==> config.mk <==
export PLATFORM = sky130hd
export DESIGN_NAME = reg_dump_unit
export DESIGN_NICKNAME = d
export VERILOG_FILES = /design/src/rtl/reg_dump_unit_pkg.sv /design/src/rtl/reg_dump_unit_word_serializer.sv /design/src/rtl/reg_dump_unit.sv
export SDC_FILE = /design/constraint.sdc
export NUM_CORES = 1
export LEC_CHECK = 0
export ABC_CLOCK_PERIOD_IN_PS = 3250
export BUFFER_PORTS_ARGS = -buffer_cell sky130_fd_sc_hd__buf_2
export CORE_ASPECT_RATIO = 1.25
export CORE_UTILIZATION = 48
export DETAILED_ROUTE_END_ITERATION = 8
export GPL_ROUTABILITY_DRIVEN = 0
export GPL_TIMING_DRIVEN = 1
export HOLD_SLACK_MARGIN = 0.06
export PLACE_DENSITY_LB_ADDON = 0.08
export SETUP_SLACK_MARGIN = 0.02
export SLEW_MARGIN = 10
export SYNTH_ARGS = -nofsm -noshare
export SYNTH_HDL_FRONTEND = slang
export SYNTH_SLANG_ARGS = --single-unit
==> constraint.sdc <==
create_clock -name clock_i -period 3.25 [get_ports clock_i]
set_clock_uncertainty 0.2 [all_clocks]
set_input_delay 0.65 -clock clock_i [delete_from_list [all_inputs] [get_ports clock_i]]
set_output_delay 0.65 -clock clock_i [all_outputs]
set_load 0.01 [all_outputs]
==> src/rtl/reg_dump_unit_pkg.sv <==
// Shared definitions for the register dump unit: default sizes and FSM state encoding.
// The CHK state only exists when DUMP_CHECKSUM_EN is defined.
package reg_dump_unit_pkg;

  localparam int unsigned DefNbByte = 8;
  localparam int unsigned DefNRegs  = 32;

  typedef enum logic [2:0] {
    StIdle   = 3'd0,
    StSelect = 3'd1,
    StSend   = 3'd2,
    StWaitTx = 3'd3,
    StDone   = 3'd4
`ifdef DUMP_CHECKSUM_EN
    ,
    StChk    = 3'd5
`endif
  } state_e;

endpackage

==> src/rtl/reg_dump_unit_word_serializer.sv <==
// Splits one register word into bytes, least-significant first, and tracks the byte index.
module reg_dump_unit_word_serializer #(
  parameter int unsigned NB_DATA = 32,
  parameter int unsigned NB_BYTE = 8
) (
  input  logic               clock,
  input  logic               reset,
  input  logic               clear,
  input  logic               load,
  input  logic               shift,
  input  logic [NB_DATA-1:0] word,
  output logic [NB_BYTE-1:0] next_byte,
  output logic               byte_last
);

  localparam int unsigned BytesPerWord = NB_DATA / NB_BYTE;
  localparam int unsigned CntW = (BytesPerWord > 1) ? $clog2(BytesPerWord) : 1;
  localparam logic [CntW-1:0] LastCnt = CntW'(BytesPerWord - 1);

  logic [NB_DATA-1:0] shift_q;
  logic [CntW-1:0]    cnt_q;

  always_ff @(posedge clock) begin
    if (reset) begin
      shift_q <= '0;
      cnt_q   <= '0;
    end else if (clear) begin
      cnt_q <= '0;
    end else if (load) begin
      shift_q <= word;
      cnt_q   <= '0;
    end else if (shift && !byte_last) begin
      shift_q <= shift_q >> NB_BYTE;
      cnt_q   <= cnt_q + 1'b1;
    end
  end

  assign byte_last = (cnt_q == LastCnt);

  // Byte that will sit at the bottom of the shift register after this edge.
  always_comb begin
    next_byte = shift_q[NB_BYTE-1:0];
    if (load) begin
      next_byte = word[NB_BYTE-1:0];
    end else if (shift) begin
      next_byte = shift_q[2*NB_BYTE-1:NB_BYTE];
    end
  end

endmodule

==> src/rtl/reg_dump_unit.sv <==
// Dumps a register bank byte by byte to a transmitter with a start/done handshake.
// Define DUMP_CHECKSUM_EN to append an XOR checksum byte after the last register.
module reg_dump_unit
  import reg_dump_unit_pkg::*;
#(
  parameter int unsigned NB_DATA = 32,
  parameter int unsigned NB_REG  = 5,
  parameter int unsigned NB_BYTE = DefNbByte,
  parameter int unsigned N_REGS  = DefNRegs
) (
  input  logic               clock_i,
  input  logic               reset_i,
  input  logic               start_i,
  output logic               cntl_read_debug_reg_o,
  output logic [NB_REG-1:0]  addr_debug_unit_o,
  input  logic [NB_DATA-1:0] data_reg_debug_unit_i,
  output logic [NB_BYTE-1:0] tx_data_o,
  output logic               tx_start_o,
  input  logic               tx_done_i,
  output logic               busy_o,
  output logic               done_o
);

  localparam logic [NB_REG-1:0] LastReg = NB_REG'(N_REGS - 1);

  state_e              state_q;
  logic [NB_REG-1:0]   reg_cnt_q;
  logic                ser_clear;
  logic                ser_load;
  logic                ser_shift;
  logic [NB_BYTE-1:0]  next_byte;
  logic                byte_last;
`ifdef DUMP_CHECKSUM_EN
  logic [NB_BYTE-1:0]  chk_q;
  logic                chk_phase_q;
`endif

  assign ser_clear = (state_q == StIdle) && start_i;
  assign ser_load  = (state_q == StSelect);
  // tx_done_i only matters while waiting on the transmitter.
  assign ser_shift = (state_q == StWaitTx) && tx_done_i && !byte_last;

  assign addr_debug_unit_o = reg_cnt_q;

  reg_dump_unit_word_serializer #(
    .NB_DATA (NB_DATA),
    .NB_BYTE (NB_BYTE)
  ) u_serializer (
    .clock     (clock_i),
    .reset     (reset_i),
    .clear     (ser_clear),
    .load      (ser_load),
    .shift     (ser_shift),
    .word      (data_reg_debug_unit_i),
    .next_byte (next_byte),
    .byte_last (byte_last)
  );

  always_ff @(posedge clock_i) begin
    if (reset_i) begin
      state_q               <= StIdle;
      reg_cnt_q             <= '0;
      tx_data_o             <= '0;
      tx_start_o            <= 1'b0;
      busy_o                <= 1'b0;
      cntl_read_debug_reg_o <= 1'b0;
      done_o                <= 1'b0;
`ifdef DUMP_CHECKSUM_EN
      chk_q                 <= '0;
      chk_phase_q           <= 1'b0;
`endif
    end else begin
      tx_start_o <= 1'b0;
      done_o     <= 1'b0;
      case (state_q)
        StIdle: begin
          if (start_i) begin
            state_q               <= StSelect;
            reg_cnt_q             <= '0;
            busy_o                <= 1'b1;
            cntl_read_debug_reg_o <= 1'b1;
`ifdef DUMP_CHECKSUM_EN
            chk_q                 <= '0;
            chk_phase_q           <= 1'b0;
`endif
          end
        end
        StSelect: begin
          state_q    <= StSend;
          tx_start_o <= 1'b1;
          tx_data_o  <= next_byte;
`ifdef DUMP_CHECKSUM_EN
          chk_q      <= chk_q ^ next_byte;
`endif
        end
        StSend: begin
          state_q <= StWaitTx;
        end
        StWaitTx: begin
          if (tx_done_i) begin
            if (!byte_last) begin
              state_q    <= StSend;
              tx_start_o <= 1'b1;
              tx_data_o  <= next_byte;
`ifdef DUMP_CHECKSUM_EN
              chk_q      <= chk_q ^ next_byte;
`endif
            end else if (reg_cnt_q < LastReg) begin
              state_q   <= StSelect;
              reg_cnt_q <= reg_cnt_q + 1'b1;
            end else begin
`ifdef DUMP_CHECKSUM_EN
              if (chk_phase_q) begin
                state_q <= StDone;
                done_o  <= 1'b1;
              end else begin
                state_q <= StChk;
              end
`else
              state_q <= StDone;
              done_o  <= 1'b1;
`endif
            end
          end
        end
`ifdef DUMP_CHECKSUM_EN
        StChk: begin
          state_q     <= StSend;
          chk_phase_q <= 1'b1;
          tx_start_o  <= 1'b1;
          tx_data_o   <= chk_q;
        end
`endif
        StDone: begin
          state_q               <= StIdle;
          reg_cnt_q             <= '0;
          busy_o                <= 1'b0;
          cntl_read_debug_reg_o <= 1'b0;
        end
        default: begin
          state_q <= StIdle;
        end
      endcase
    end
  end

endmodule

==> results of run 1 <==
## logic make-up after synthesis
| family | after synthesis |
|---|---|
| xor gates and xnor gates | 1 |
| and+or+nand+nor | 109 |
| buffers and inverters | 21 |
| adders and majority gates | 2 |
| DFF | 45 |
| AOI/OAI and AO/OA | 68 |
## stage by stage
stage	instance area [sq um]	util, %
2_1_floorplan	2131	-
3_3_place_gp	2332	56.01
3_5_place_dp	2332	56.01
4_1_cts	2412	57.93
5_1_grt	2412	57.93
6_report	2412	57.93
## sequential cells by signal, summed over array words and instances (netlist names)
register / cells
addr_debug_unit_o: 5
busy_o: 1
done_o: 1
state_q: 3
tx_data_o: 8
tx_start_o: 1
u_serializer.cnt_q: 2
u_serializer.shift_q: 24
## power by group
| group | total, uW | internal (uW) | switching (uW) |
|---|---|---|---|
| Combinational | 207 | 86.2 | 121 |
| Clock | 325 | 153 | 172 |
| Sequential | 635 | 602 | 33.6 |
## cell type report
cell class	count	area share [%]
repair buffers	54	11.41
inverters	1	0.1556
clock buffers	8	3.320
well taps	56	2.905
flip-flops and latches	45	37.34
multi-input cells	180	44.87
## worst register-to-register path: cells and delay by family, from the launching register on
kind | cells | cell delay [ns]
flops | 1 | 0.51
simple gates | 3 | 1.02
compound gates | 1 | 0.26
## placed cells by master (no fill, tap or decap), drive strengths merged, types with 2 or more instances in the layout
master   count
ha           2
o2111ai      2
clkbuf       8
nand2       60
a31oi        3
a21oi       28
nand3       11
nor4         2
and2         2
a311oi      16
nor2        26
dfxtp       45
nand4        2
buf         54
o21ai       15
## layer usage
layer	vias to the layer above	share of wire (%)	GRT usage, %
met5	-	0	0
met4	0	0.65	6.667
met3	2	4.6	4.754
met2	48	47	30.22
met1	839	48	28.10
li1	946	-	-
## how the worst max path moves through the flow
stage | startpoint | endpoint | slack [ns] | depth (start not counted)
after CTS | state_q[1]$_SDFFE_PP0P_ | u_serializer.shift_q[8]$_SDFFE_PP0P_ | 1.14 | 4
final | state_q[1]$_SDFFE_PP0P_ | u_serializer.shift_q[8]$_SDFFE_PP0P_ | 1.18 | 4
after global placement | tx_done_i | u_serializer.shift_q[19]$_SDFFE_PP0P_ | 1.14 | 6
after global routing | state_q[1]$_SDFFE_PP0P_ | u_serializer.shift_q[12]$_SDFFE_PP0P_ | 0.98 | 4
after detailed placement | tx_done_i | u_serializer.shift_q[9]$_SDFFE_PP0P_ | 1.10 | 5
after floorplan | reset_i | u_serializer.shift_q[14]$_SDFFE_PP0P_ | 1.38 | 3
==> reports/summary.json, run 1 <==
{
  "synthesis": {
    "yosys.area_share.xor_xnor_pct": 0.4110,
    "synth-warning-count": 0,
    "synth_top_area_share_pct": 42.28,
    "synthTopCellsByArea": "dfxtp_1, a311oi_2, nand2_1",
    "synth_compound_gate_area_share_pct": 24.84,
    "ys_seq_elements": 45,
    "yosys.area_share.simple_pct": 24.25,
    "yosys-top-cells-count": "nand2_1, dfxtp_1, a21oi_1, nor2_1, a311oi_2",
    "synthDominantAreaCellType": "dfxtp_1",
    "syn-instance-count": 246,
    "synth_nets": 284,
    "postSynth.topFlopCell": "dfxtp_1",
    "netlist-cell-type-count": 34,
    "synthesis.area_sq_um": 2131,
    "synth_mux_area_share_pct": 0,
    "synth_enable_flop_cells": 0,
    "synthArstFlopShare_pct": 0,
    "synth.avg_cell_area_sq_um": 8.662,
    "main_combinational_cell_family_by_area_after_synthesis": "compound AO/OA/AOI/OAI gates",
    "portion_of_the_post_synthesis_area_used_by_sequential_elements_pct": 42.28,
    "synth_fa_ha_area_share_pct": 1.174,
    "most_frequent_cell_after_synthesis": "nand2_1"
  },
  "clock_network": {
    "post_cts_resized": 0,
    "ctsHtreeMaxLevel": 2,
    "clk_pin_slew_ns": 0.08,
    "post_cts_hold_buffer_count": 0,
    "tritoncts.num_buffers": 5,
    "clock-root-buffer": "clkbuf_8",
    "post_cts.repair.setup_buffers": 0,
    "cts_num_sinks": 45,
    "insertion_delay_ns": 0.29,
    "clock_tree.buffer_depth": 2,
    "tritoncts": "done"
  },
  "layout": {
    "final_cell_count_no_fill": 344,
    "ratio_of_cells_with_drive_above_1_in_the_final_layout_pct": 32.29,
    "layout-area-overhead-vs-synth_pct": 13.21,
    "layout.area.seq_sq_um": 900.9,
    "antenna-diode-count": 0,
    "multi_input_gate_area_sq_um": 1082,
    "num-fill-cells": 427,
    "final_net_count": 325
  },
  "routing": {
    "post_drt_wl_per_cell_um": 12.62,
    "drtAntennaViolNets": 0,
    "vias": 1835,
    "route.final.wire_length_mm": 4.340,
    "route.detailed.drc": 0,
    "initial_drc_count": 147,
    "drt-vias-per-instance": 5.334,
    "detail_route.first_pass.iterations": 4
  },
  "global_routing": {
    "grt_antenna_before_repair": 0,
    "globalRouteTotalUtil_pct": 20.21,
    "global_route_wire_length_before_repair_mm": 7.389,
    "global_route.overflow_total": 0,
    "first_global_vias": 1643,
    "pin_count_of_the_biggest_net_entering_global_routing": 49
  },
  "sta": {
    "timing.max_slew.rel_slack_pct": 34.86,
    "setup_repair_after_global_routing_missed_its_margin": "false",
    "final_count_of_hold_timing_violations": 0,
    "final_setup_vio_count": 0,
    "finalHoldWorstSlack_ns": 0.2527,
    "worst_slack_setup_final_ns": 1.177,
    "tns_ns": 0,
    "worst_tran_pin_value_ns": 0.9737,
    "fmax_mhz": 482.3,
    "final_slew_violations": 0,
    "fin_crit_ns": 2.073,
    "post-route-period-util_pct": 63.80
  },
  "worst_setup_path": {
    "timing.rr.start": "state_q[1]$_SDFFE_PP0P_",
    "worst_path_largest_cell_delay_ns": 0.72,
    "kind_of_cell_with_the_highest_combined_delay_on_the_critical_path": "simple AND/OR/NAND/NOR gates",
    "ff2ff_path_depth": 4,
    "critical_path.endpoint_type": "flip-flop",
    "critPathBufInv": 0,
    "crit_path_frequent_cell": "nor2_1",
    "cp_max_fo": 48,
    "arrival_time_of_the_worst_setup_path_ns": 2.08,
    "timing.critical_path.required_ns": 3.25,
    "crit_path_start_kind": "flip-flop",
    "r2r-end": "u_serializer.shift_q[8]$_SDFFE_PP0P_",
    "critical_path_class": "flip-flop to flip-flop",
    "cp_cell_sequence": "nor2_1 > nand2_2 > nor2_1 > a311oi_2",
    "cp_slowest_cell": "nand2_2",
    "regToRegSetupSlack_ns": 1.18
  },
  "placed_design": {
    "place_ws_ns": 1.097,
    "port_buffers": 52,
    "numPlacedInstances": 336,
    "detailed_place_hpwl_mm": 2.937
  },
  "power_and_ir_drop": {
    "total_power_uw": 1167,
    "power_per_cell_area_nw_per_um2": 483.9,
    "vdd_drop_max_mv": 0.3428,
    "cellLeakagePower_uw": 0.0009428
  },
  "run_status": {
    "run_status": "finished clean"
  },
  "die": {
    "dieWidth_um": 61.59,
    "floorplan.initialDensity_pct": 51.17,
    "placementRows": 26,
    "ioPinCount": 53,
    "design.core.area_sq_um": 4164,
    "dieArea_sq_um": 4711,
    "die_y_um": 76.49
  },
  "run": {
    "cap_viol_max_count": 0
  },
  "min_path": {
    "min_delay_path_depth": 2,
    "worstHoldStart": "tx_data_o[5]$_SDFFE_PP0P_",
    "hold-path-endpoint": "tx_data_o[5]$_SDFFE_PP0P_",
    "holdCritPathClass": "flip-flop to flip-flop"
  }
}
No activity file was read; power rests on OpenSTA's default activity.
==> run 2, diff against run 1 <==
--- a/config.mk
+++ b/config.mk
@@ -5,7 +5,7 @@
 export SDC_FILE = /design/constraint.sdc
 export NUM_CORES = 1
 export LEC_CHECK = 0
-export ABC_CLOCK_PERIOD_IN_PS = 3250
+export ABC_CLOCK_PERIOD_IN_PS = 2100
 export BUFFER_PORTS_ARGS = -buffer_cell sky130_fd_sc_hd__buf_2
 export CORE_ASPECT_RATIO = 1.25
 export CORE_UTILIZATION = 48
==> constraint.sdc (replaced) <==
create_clock -name clock_i -period 2.1 [get_ports clock_i]
set_clock_uncertainty 0.2 [all_clocks]
set_input_delay 0.42 -clock clock_i [delete_from_list [all_inputs] [get_ports clock_i]]
set_output_delay 0.42 -clock clock_i [all_outputs]
set_load 0.01 [all_outputs]
==> reports/summary.json, run 2 (synthesis results as in run 1) <==
{
  "die": {
    "dieWidth": {"value": 61.59, "unit": "um", "change": "unchanged"},
    "floorplan.initialDensity": {"value": 51.17, "unit": "%", "change": "unchanged"},
    "ioPinCount": {"value": 53, "change": "unchanged"},
    "design.core.area": {"value": 4164, "unit": "sq um", "change": "unchanged"},
    "dieArea": {"value": 4711, "unit": "sq um", "change": "unchanged"},
    "die_y": {"value": 76.49, "unit": "um", "change": "unchanged"},
    "placementRows": {"value": 26, "change": "unchanged"}
  },
  "sta": {
    "worst_tran_pin_value": {"value": 0.6166, "unit": "ns", "change": "was 0.9737 ns"},
    "worst_slack_setup_final": {"value": 0.3047, "unit": "ns", "change": "was 1.177 ns"},
    "finalHoldWorstSlack": {"value": 0.1577, "unit": "ns", "change": "was 0.2527 ns"},
    "post-route-period-util": {"value": 85.49, "unit": "%", "change": "was 63.80%"},
    "final_setup_vio_count": {"value": 0, "change": "unchanged"},
    "fmax": {"value": 557.0, "unit": "MHz", "change": "was 482.3 MHz"},
    "tns": {"value": 0, "unit": "ns", "change": "unchanged"},
    "final_count_of_hold_timing_violations": {"value": 0, "change": "unchanged"},
    "final_slew_violations": {"value": 0, "change": "unchanged"},
    "fin_crit": {"value": 1.795, "unit": "ns", "change": "was 2.073 ns"},
    "setup_repair_after_global_routing_missed_its_margin": {"value": "false", "change": "unchanged"},
    "timing.max_slew.rel_slack": {"value": 58.89, "unit": "%", "change": "was 34.86%"}
  },
  "layout": {
    "ratio_of_cells_with_drive_above_1_in_the_final_layout": {"value": 33.56, "unit": "%", "change": "was 32.29%"},
    "final_net_count": {"value": 328, "change": "was 325"},
    "layout.area.seq": {"value": 900.9, "unit": "sq um", "change": "unchanged"},
    "largest_register_ffs": {"value": 24, "change": "unchanged"},
    "final_cell_mix": {"value": "buf_2, nand2_1, dfxtp_1", "change": "unchanged"},
    "largest_register": {"value": "u_serializer.shift_q", "change": "unchanged"},
    "num-fill-cells": {"value": 421, "change": "was 427"},
    "layout-area-overhead-vs-synth": {"value": 15.15, "unit": "%", "change": "was 13.21%"},
    "layout_commonest_cell": {"value": "buf_2", "change": "unchanged"},
    "antenna-diode-count": {"value": 0, "change": "unchanged"},
    "multi_input_gate_area": {"value": 1082, "unit": "sq um", "change": "unchanged"}
  },
  "worst_setup_path": {
    "cp_slowest_cell": {"value": "dfxtp_1", "change": "was nand2_2"},
    "worst_path_largest_cell_delay": {"value": 0.53, "unit": "ns", "change": "was 0.72 ns"},
    "critical_path.endpoint_type": {"value": "flip-flop", "change": "unchanged"},
    "arrival_time_of_the_worst_setup_path": {"value": 1.80, "unit": "ns", "change": "was 2.08 ns"},
    "kind_of_cell_with_the_highest_combined_delay_on_the_critical_path": {"value": "flip-flops", "change": "was simple AND/OR/NAND/NOR gates"},
    "cp_cell_sequence": {"value": "nand4b_4 > nor2_4 > buf_12 > nand2_1 > a311oi_2", "change": "was nor2_1 > nand2_2 > nor2_1 > a311oi_2"},
    "critical_path_class": {"value": "flip-flop to flip-flop", "change": "unchanged"},
    "cp_max_fo": {"value": 18, "change": "was 48"},
    "critPathBufInv": {"value": 1, "change": "was 0"},
    "crit_path_start_kind": {"value": "flip-flop", "change": "unchanged"},
    "timing.critical_path.required": {"value": 2.10, "unit": "ns", "change": "was 3.25 ns"}
  },
  "power_and_ir_drop": {
    "power_per_cell_area": {"value": 737.2, "unit": "nW/um^2", "change": "was 483.9 nW/um^2"},
    "cellLeakagePower": {"value": 0.0009666, "unit": "uW", "change": "was 0.0009428 uW"},
    "vdd_drop_max": {"value": 0.5213, "unit": "mV", "change": "was 0.3428 mV"}
  },
  "clock_network": {
    "clock-root-buffer": {"value": "clkbuf_8", "change": "unchanged"},
    "post_cts_resized": {"value": 0, "change": "unchanged"},
    "post_cts_hold_buffer_count": {"value": 0, "change": "unchanged"},
    "cts_num_sinks": {"value": 45, "change": "unchanged"},
    "insertion_delay": {"value": 0.29, "unit": "ns", "change": "about the same"},
    "ctsHtreeMaxLevel": {"value": 2, "change": "unchanged"},
    "clock_tree.buffer_depth": {"value": 2, "change": "unchanged"},
    "tritoncts": {"value": "done", "change": "unchanged"},
    "post_cts.repair.setup_buffers": {"value": 0, "change": "unchanged"},
    "clk_pin_slew": {"value": 0.08, "unit": "ns", "change": "about the same"},
    "tritoncts.num_buffers": {"value": 5, "change": "unchanged"}
  },
  "global_routing": {
    "global_route.overflow_total": {"value": 0, "change": "unchanged"},
    "global_route_wire_length_before_repair": {"value": 7.369, "unit": "mm", "change": "was 7.389 mm"},
    "globalRouteTotalUtil": {"value": 20.52, "unit": "%", "change": "was 20.21%"},
    "grt_antenna_before_repair": {"value": 0, "change": "unchanged"},
    "first_global_vias": {"value": 1648, "change": "was 1,643"},
    "pin_count_of_the_biggest_net_entering_global_routing": {"value": 35, "change": "was 49"}
  },
  "routing": {
    "post_drt_wl_per_cell": {"value": 12.82, "unit": "um", "change": "was 12.62 um"},
    "drtAntennaViolNets": {"value": 0, "change": "unchanged"},
    "vias": {"value": 1858, "change": "was 1,835"},
    "route.detailed.drc": {"value": 0, "change": "unchanged"},
    "initial_drc_count": {"value": 119, "change": "was 147"},
    "route.final.wire_length": {"value": 4.423, "unit": "mm", "change": "was 4.340 mm"},
    "drt-vias-per-instance": {"value": 5.386, "change": "was 5.334"},
    "detail_route.first_pass.iterations": {"value": 4, "change": "unchanged"}
  },
  "placed_design": {
    "detailed_place_hpwl": {"value": 3.025, "unit": "mm", "change": "was 2.937 mm"},
    "place_ws": {"value": 0.3144, "unit": "ns", "change": "was 1.097 ns"},
    "port_buffers": {"value": 52, "change": "unchanged"}
  },
  "run_status": {
    "run_status": {"value": "finished clean", "change": "unchanged"}
  },
  "min_path": {
    "holdCritPathClass": {"value": "input pin to flip-flop", "change": "was flip-flop to flip-flop"}
  },
  "run": {
    "cap_viol_max_count": {"value": 0, "change": "unchanged"}
  }
}
-- run 2: changes by cell type in the layout (fill, tap and decap cells not counted), sizes merged --
cell / delta
clkbuf: -3
buf: +3
clkinv: +1
-- run 2: final cells by class --
type                    count  area share (%)
multi-input cells         180           44.11
inverters                   1          0.1530
clock buffers               5           2.805
well taps                  56           2.856
repair buffers             57           13.16
clock inverters             1          0.2040
flip-flops and latches     45           36.72
-- run 2: worst paths after layout --
kind	start	end	slack, ns	cells after the start
setup / recovery	state_q[0]$_SDFFE_PP0P_	u_serializer.shift_q[15]$_SDFFE_PP0P_	0.30	5
hold / removal	data_reg_debug_unit_i[28]	u_serializer.shift_q[28]$_SDFFE_PP0P_	0.16	3
setup reg to reg	state_q[0]$_SDFFE_PP0P_	u_serializer.shift_q[15]$_SDFFE_PP0P_	0.30	5
hold reg to reg	tx_data_o[5]$_SDFFE_PP0P_	tx_data_o[5]$_SDFFE_PP0P_	0.25	2
-- run 2: per-stage QoR --
| step | power, uW | instance area (sq um) | util, % | instances |
|---|---|---|---|---|
| after floorplan | 1243 | 2131 | - | 246 |
| after global placement | 1335 | 2380 | 57.15 | 339 |
| after detailed placement | 1340 | 2380 | 57.15 | 339 |
| after CTS | 1818 | 2454 | 58.92 | 345 |
| after global routing | 1914 | 2454 | 58.92 | 345 |
| final | 1809 | 2454 | 58.92 | 345 |
-- run 2: metal layers --
layer	up-vias	GRT usage, %	part of all wire, %
li1	954	-	-
met1	853	29.81	50
met2	47	28.82	45
met3	4	5.263	3.9
met4	0	7.333	1.1
met5	-	0	0
-- run 2: where the power goes --
| part | total [uW] | internal (uW) | switching, uW |
|---|---|---|---|
| clock | 490 | 219 | 271 |
| combinational | 332 | 142 | 190 |
| sequential | 987 | 931 | 55.4 |
| total | 1810 | 1290 | 516 |
-- run 2: worst min-delay path, stage by stage --
cell and delay (ns):
buf_2 0.09, nand2_1 0.05, a21oi_1 0.05
==> run 3, diff against run 2 <==
--- a/config.mk
+++ b/config.mk
@@ -13,7 +13,7 @@
 export GPL_ROUTABILITY_DRIVEN = 0
 export GPL_TIMING_DRIVEN = 1
 export HOLD_SLACK_MARGIN = 0.06
-export PLACE_DENSITY_LB_ADDON = 0.08
+export PLACE_DENSITY = 0.73
 export SETUP_SLACK_MARGIN = 0.02
 export SLEW_MARGIN = 10
 export SYNTH_ARGS = -nofsm -noshare
==> reports/summary.json, run 3 (synthesis results as in run 1) <==
{
  "worst_setup_path": {
    "arrival_time_of_the_worst_setup_path": {"value": 1.89, "unit": "ns", "change": "was 1.80 ns"},
    "timing.rr.start": {"value": "state_q[2]$_SDFFE_PP0P_", "change": "was state_q[0]$_SDFFE_PP0P_"},
    "crit_path_start_kind": {"value": "flip-flop", "change": "unchanged"},
    "critical_path.endpoint_type": {"value": "flip-flop", "change": "unchanged"},
    "regToRegSetupSlack": {"value": 0.22, "unit": "ns", "change": "was 0.30 ns"},
    "critical_path_class": {"value": "flip-flop to flip-flop", "change": "unchanged"},
    "setup.worst_path.start": {"value": "state_q[2]$_SDFFE_PP0P_", "change": "was state_q[0]$_SDFFE_PP0P_"},
    "r2r-end": {"value": "u_serializer.shift_q[20]$_SDFFE_PP0P_", "change": "was u_serializer.shift_q[15]$_SDFFE_PP0P_"},
    "ff2ff_path_depth": {"value": 5, "change": "unchanged"},
    "cp_max_fo": {"value": 34, "change": "was 18"},
    "timing.critical_path.required": {"value": 2.11, "unit": "ns", "change": "was 2.10 ns"}
  },
  "min_path": {
    "worstHoldStart": {"value": "data_reg_debug_unit_i[27]", "change": "was data_reg_debug_unit_i[28]"},
    "hold-path-endpoint": {"value": "u_serializer.shift_q[27]$_SDFFE_PP0P_", "change": "was u_serializer.shift_q[28]$_SDFFE_PP0P_"},
    "min_delay_path_depth": {"value": 3, "change": "unchanged"},
    "holdCritPathClass": {"value": "input pin to flip-flop", "change": "unchanged"}
  },
  "power_and_ir_drop": {
    "vdd_drop_max": {"value": 0.4973, "unit": "mV", "change": "was 0.5213 mV"},
    "clock_power_share": {"value": 28.8, "unit": "%", "change": "was 27.1%"},
    "power.internal": {"value": 1340, "unit": "uW", "change": "was 1293 uW"},
    "p_comb_share": {"value": 18.3, "unit": "%", "change": "was 18.4%"},
    "power.switching_fraction": {"value": 27.61, "unit": "%", "change": "was 28.53%"},
    "cellLeakagePower": {"value": 0.0009731, "unit": "uW", "change": "was 0.0009666 uW"},
    "power.net_switching": {"value": 510.8, "unit": "uW", "change": "was 516.1 uW"},
    "p_seq_share": {"value": 53.0, "unit": "%", "change": "was 54.5%"},
    "power_per_cell_area": {"value": 751.8, "unit": "nW/um^2", "change": "was 737.2 nW/um^2"}
  },
  "clock_network": {
    "cts_num_sinks": {"value": 45, "change": "unchanged"},
    "clk_pin_slew": {"value": 0.08, "unit": "ns", "change": "about the same"},
    "tritoncts": {"value": "done", "change": "unchanged"},
    "ctsHtreeMaxLevel": {"value": 2, "change": "unchanged"},
    "post_cts_hold_buffer_count": {"value": 0, "change": "unchanged"},
    "clock_tree.buffer_depth": {"value": 2, "change": "unchanged"},
    "post_cts_resized": {"value": 0, "change": "unchanged"},
    "insertion_delay": {"value": 0.29, "unit": "ns", "change": "about the same"},
    "post_cts.repair.setup_buffers": {"value": 0, "change": "unchanged"},
    "tritoncts.num_buffers": {"value": 5, "change": "unchanged"},
    "clock-root-buffer": {"value": "clkbuf_8", "change": "unchanged"}
  },
  "sta": {
    "post-route-period-util": {"value": 89.34, "unit": "%", "change": "was 85.49%"},
    "finalHoldWorstSlack": {"value": 0.1581, "unit": "ns", "change": "was 0.1577 ns"},
    "fin_crit": {"value": 1.876, "unit": "ns", "change": "was 1.795 ns"},
    "tns": {"value": 0, "unit": "ns", "change": "unchanged"},
    "worst_tran_pin_value": {"value": 0.5662, "unit": "ns", "change": "was 0.6166 ns"},
    "final_count_of_hold_timing_violations": {"value": 0, "change": "unchanged"},
    "fmax": {"value": 533.0, "unit": "MHz", "change": "was 557.0 MHz"},
    "final_slew_violations": {"value": 0, "change": "unchanged"},
    "timing.max_slew.rel_slack": {"value": 62.25, "unit": "%", "change": "was 58.89%"},
    "setup_repair_after_global_routing_missed_its_margin": {"value": "false", "change": "unchanged"},
    "final_setup_vio_count": {"value": 0, "change": "unchanged"}
  },
  "routing": {
    "drtAntennaViolNets": {"value": 0, "change": "unchanged"},
    "post_drt_wl_per_cell": {"value": 12.25, "unit": "um", "change": "was 12.82 um"},
    "vias": {"value": 1846, "change": "was 1,858"},
    "route.final.wire_length": {"value": 4.252, "unit": "mm", "change": "was 4.423 mm"},
    "detail_route.first_pass.iterations": {"value": 4, "change": "unchanged"},
    "initial_drc_count": {"value": 115, "change": "was 119"},
    "drt-vias-per-instance": {"value": 5.320, "change": "was 5.386"},
    "route.detailed.drc": {"value": 0, "change": "unchanged"}
  },
  "layout": {
    "layout.area.seq": {"value": 900.9, "unit": "sq um", "change": "unchanged"},
    "largest_register_ffs": {"value": 24, "change": "unchanged"},
    "largest_register": {"value": "u_serializer.shift_q", "change": "unchanged"},
    "num-fill-cells": {"value": 421, "change": "unchanged"},
    "ratio_of_cells_with_drive_above_1_in_the_final_layout": {"value": 33.68, "unit": "%", "change": "was 33.56%"},
    "layout-area-overhead-vs-synth": {"value": 15.50, "unit": "%", "change": "was 15.15%"},
    "multi_input_gate_area": {"value": 1082, "unit": "sq um", "change": "unchanged"},
    "layout_commonest_cell": {"value": "buf_2", "change": "unchanged"},
    "final_cell_mix": {"value": "buf_2, nand2_1, dfxtp_1", "change": "unchanged"},
    "final_cell_count_no_fill": {"value": 347, "change": "was 345"},
    "final_net_count": {"value": 329, "change": "was 328"},
    "antenna-diode-count": {"value": 0, "change": "unchanged"}
  },
  "die": {
    "die_y": {"value": 76.49, "unit": "um", "change": "unchanged"},
    "ioPinCount": {"value": 53, "change": "unchanged"},
    "floorplan.initialDensity": {"value": 51.17, "unit": "%", "change": "unchanged"},
    "placementRows": {"value": 26, "change": "unchanged"},
    "design.core.area": {"value": 4164, "unit": "sq um", "change": "unchanged"},
    "dieWidth": {"value": 61.59, "unit": "um", "change": "unchanged"},
    "dieArea": {"value": 4711, "unit": "sq um", "change": "unchanged"}
  },
  "run": {
    "cap_viol_max_count": {"value": 0, "change": "unchanged"}
  },
  "global_routing": {
    "first_global_vias": {"value": 1675, "change": "was 1,648"},
    "global_route_wire_length_before_repair": {"value": 7.196, "unit": "mm", "change": "was 7.369 mm"},
    "global_route.overflow_total": {"value": 0, "change": "unchanged"},
    "pin_count_of_the_biggest_net_entering_global_routing": {"value": 49, "change": "was 35"},
    "globalRouteTotalUtil": {"value": 19.96, "unit": "%", "change": "was 20.52%"},
    "grt_antenna_before_repair": {"value": 0, "change": "unchanged"}
  },
  "placed_design": {
    "numPlacedInstances": {"value": 340, "change": "was 339"},
    "detailed_place_hpwl": {"value": 2.921, "unit": "mm", "change": "was 3.025 mm"},
    "port_buffers": {"value": 52, "change": "unchanged"}
  },
  "run_status": {
    "run_status": {"value": "finished clean", "change": "unchanged"}
  }
}
run 3: cell types whose count changed in the layout (fill, tap and decap cells not counted):
cell and delta:
buf_12 -1, buf_4 +2, clkbuf_1 +1, clkbuf_8 +1
clkinv_2 -1
run 3: layout make-up:
| type | count | share of cell area, % |
|---|---|---|
| repair buffers | 58 | 12.91 |
| clock buffers | 7 | 3.508 |
| multi-input cells | 180 | 43.98 |
| well taps | 56 | 2.847 |
| inverters | 1 | 0.1525 |
| flip-flops and latches | 45 | 36.60 |
run 3: how the worst max path moves through the flow:
stage                                                        to  depth (start not counted)
after floorplan           u_serializer.shift_q[14]$_SDFFE_PP0P_                          3
after global placement    u_serializer.shift_q[20]$_SDFFE_PP0P_                          6
after detailed placement  u_serializer.shift_q[19]$_SDFFE_PP0P_                          6
after CTS                 u_serializer.shift_q[19]$_SDFFE_PP0P_                          5
after global routing      u_serializer.shift_q[20]$_SDFFE_PP0P_                          5
final                     u_serializer.shift_q[20]$_SDFFE_PP0P_                          5
run 3: metal layers:
metal	vias to the layer above	track usage, %	wire, um
met3	7	5.433	204
met1	829	26.42	2036
met4	0	6.667	73
met2	53	30.75	1938
met5	-	0	0
li1	957	-	-
run 3: power groups by stage:
stage | logic (uW) | clock network, uW | registers (uW)
after floorplan | 242 | 0 | 1000
after global placement | 335 | 0 | 998
after detailed placement | 341 | 0 | 1000
after CTS | 342 | 549 | 980
after global routing | 383 | 587 | 991
final | 338 | 532 | 980
run 3: metrics by stage:
stage	cell area, sq um	util (%)	setup WS (ns)	total power [uW]
final	2461	59.10	0.2238	1850
after global routing	2461	59.10	0.1063	1961
after CTS	2461	59.10	0.2142	1870
after detailed placement	2375	57.03	0.2230	1340
after global placement	2375	57.03	0.2647	1333
after floorplan	2131	-	0.4633	1243
run 3: critical path, cell delays in order, from the launching register on:
cell	delay, ns
dfxtp_1	0.47
nand4b_4	0.23
or2_1	0.11
buf_4	0.37
nand2_1	0.14
a311oi_2	0.26
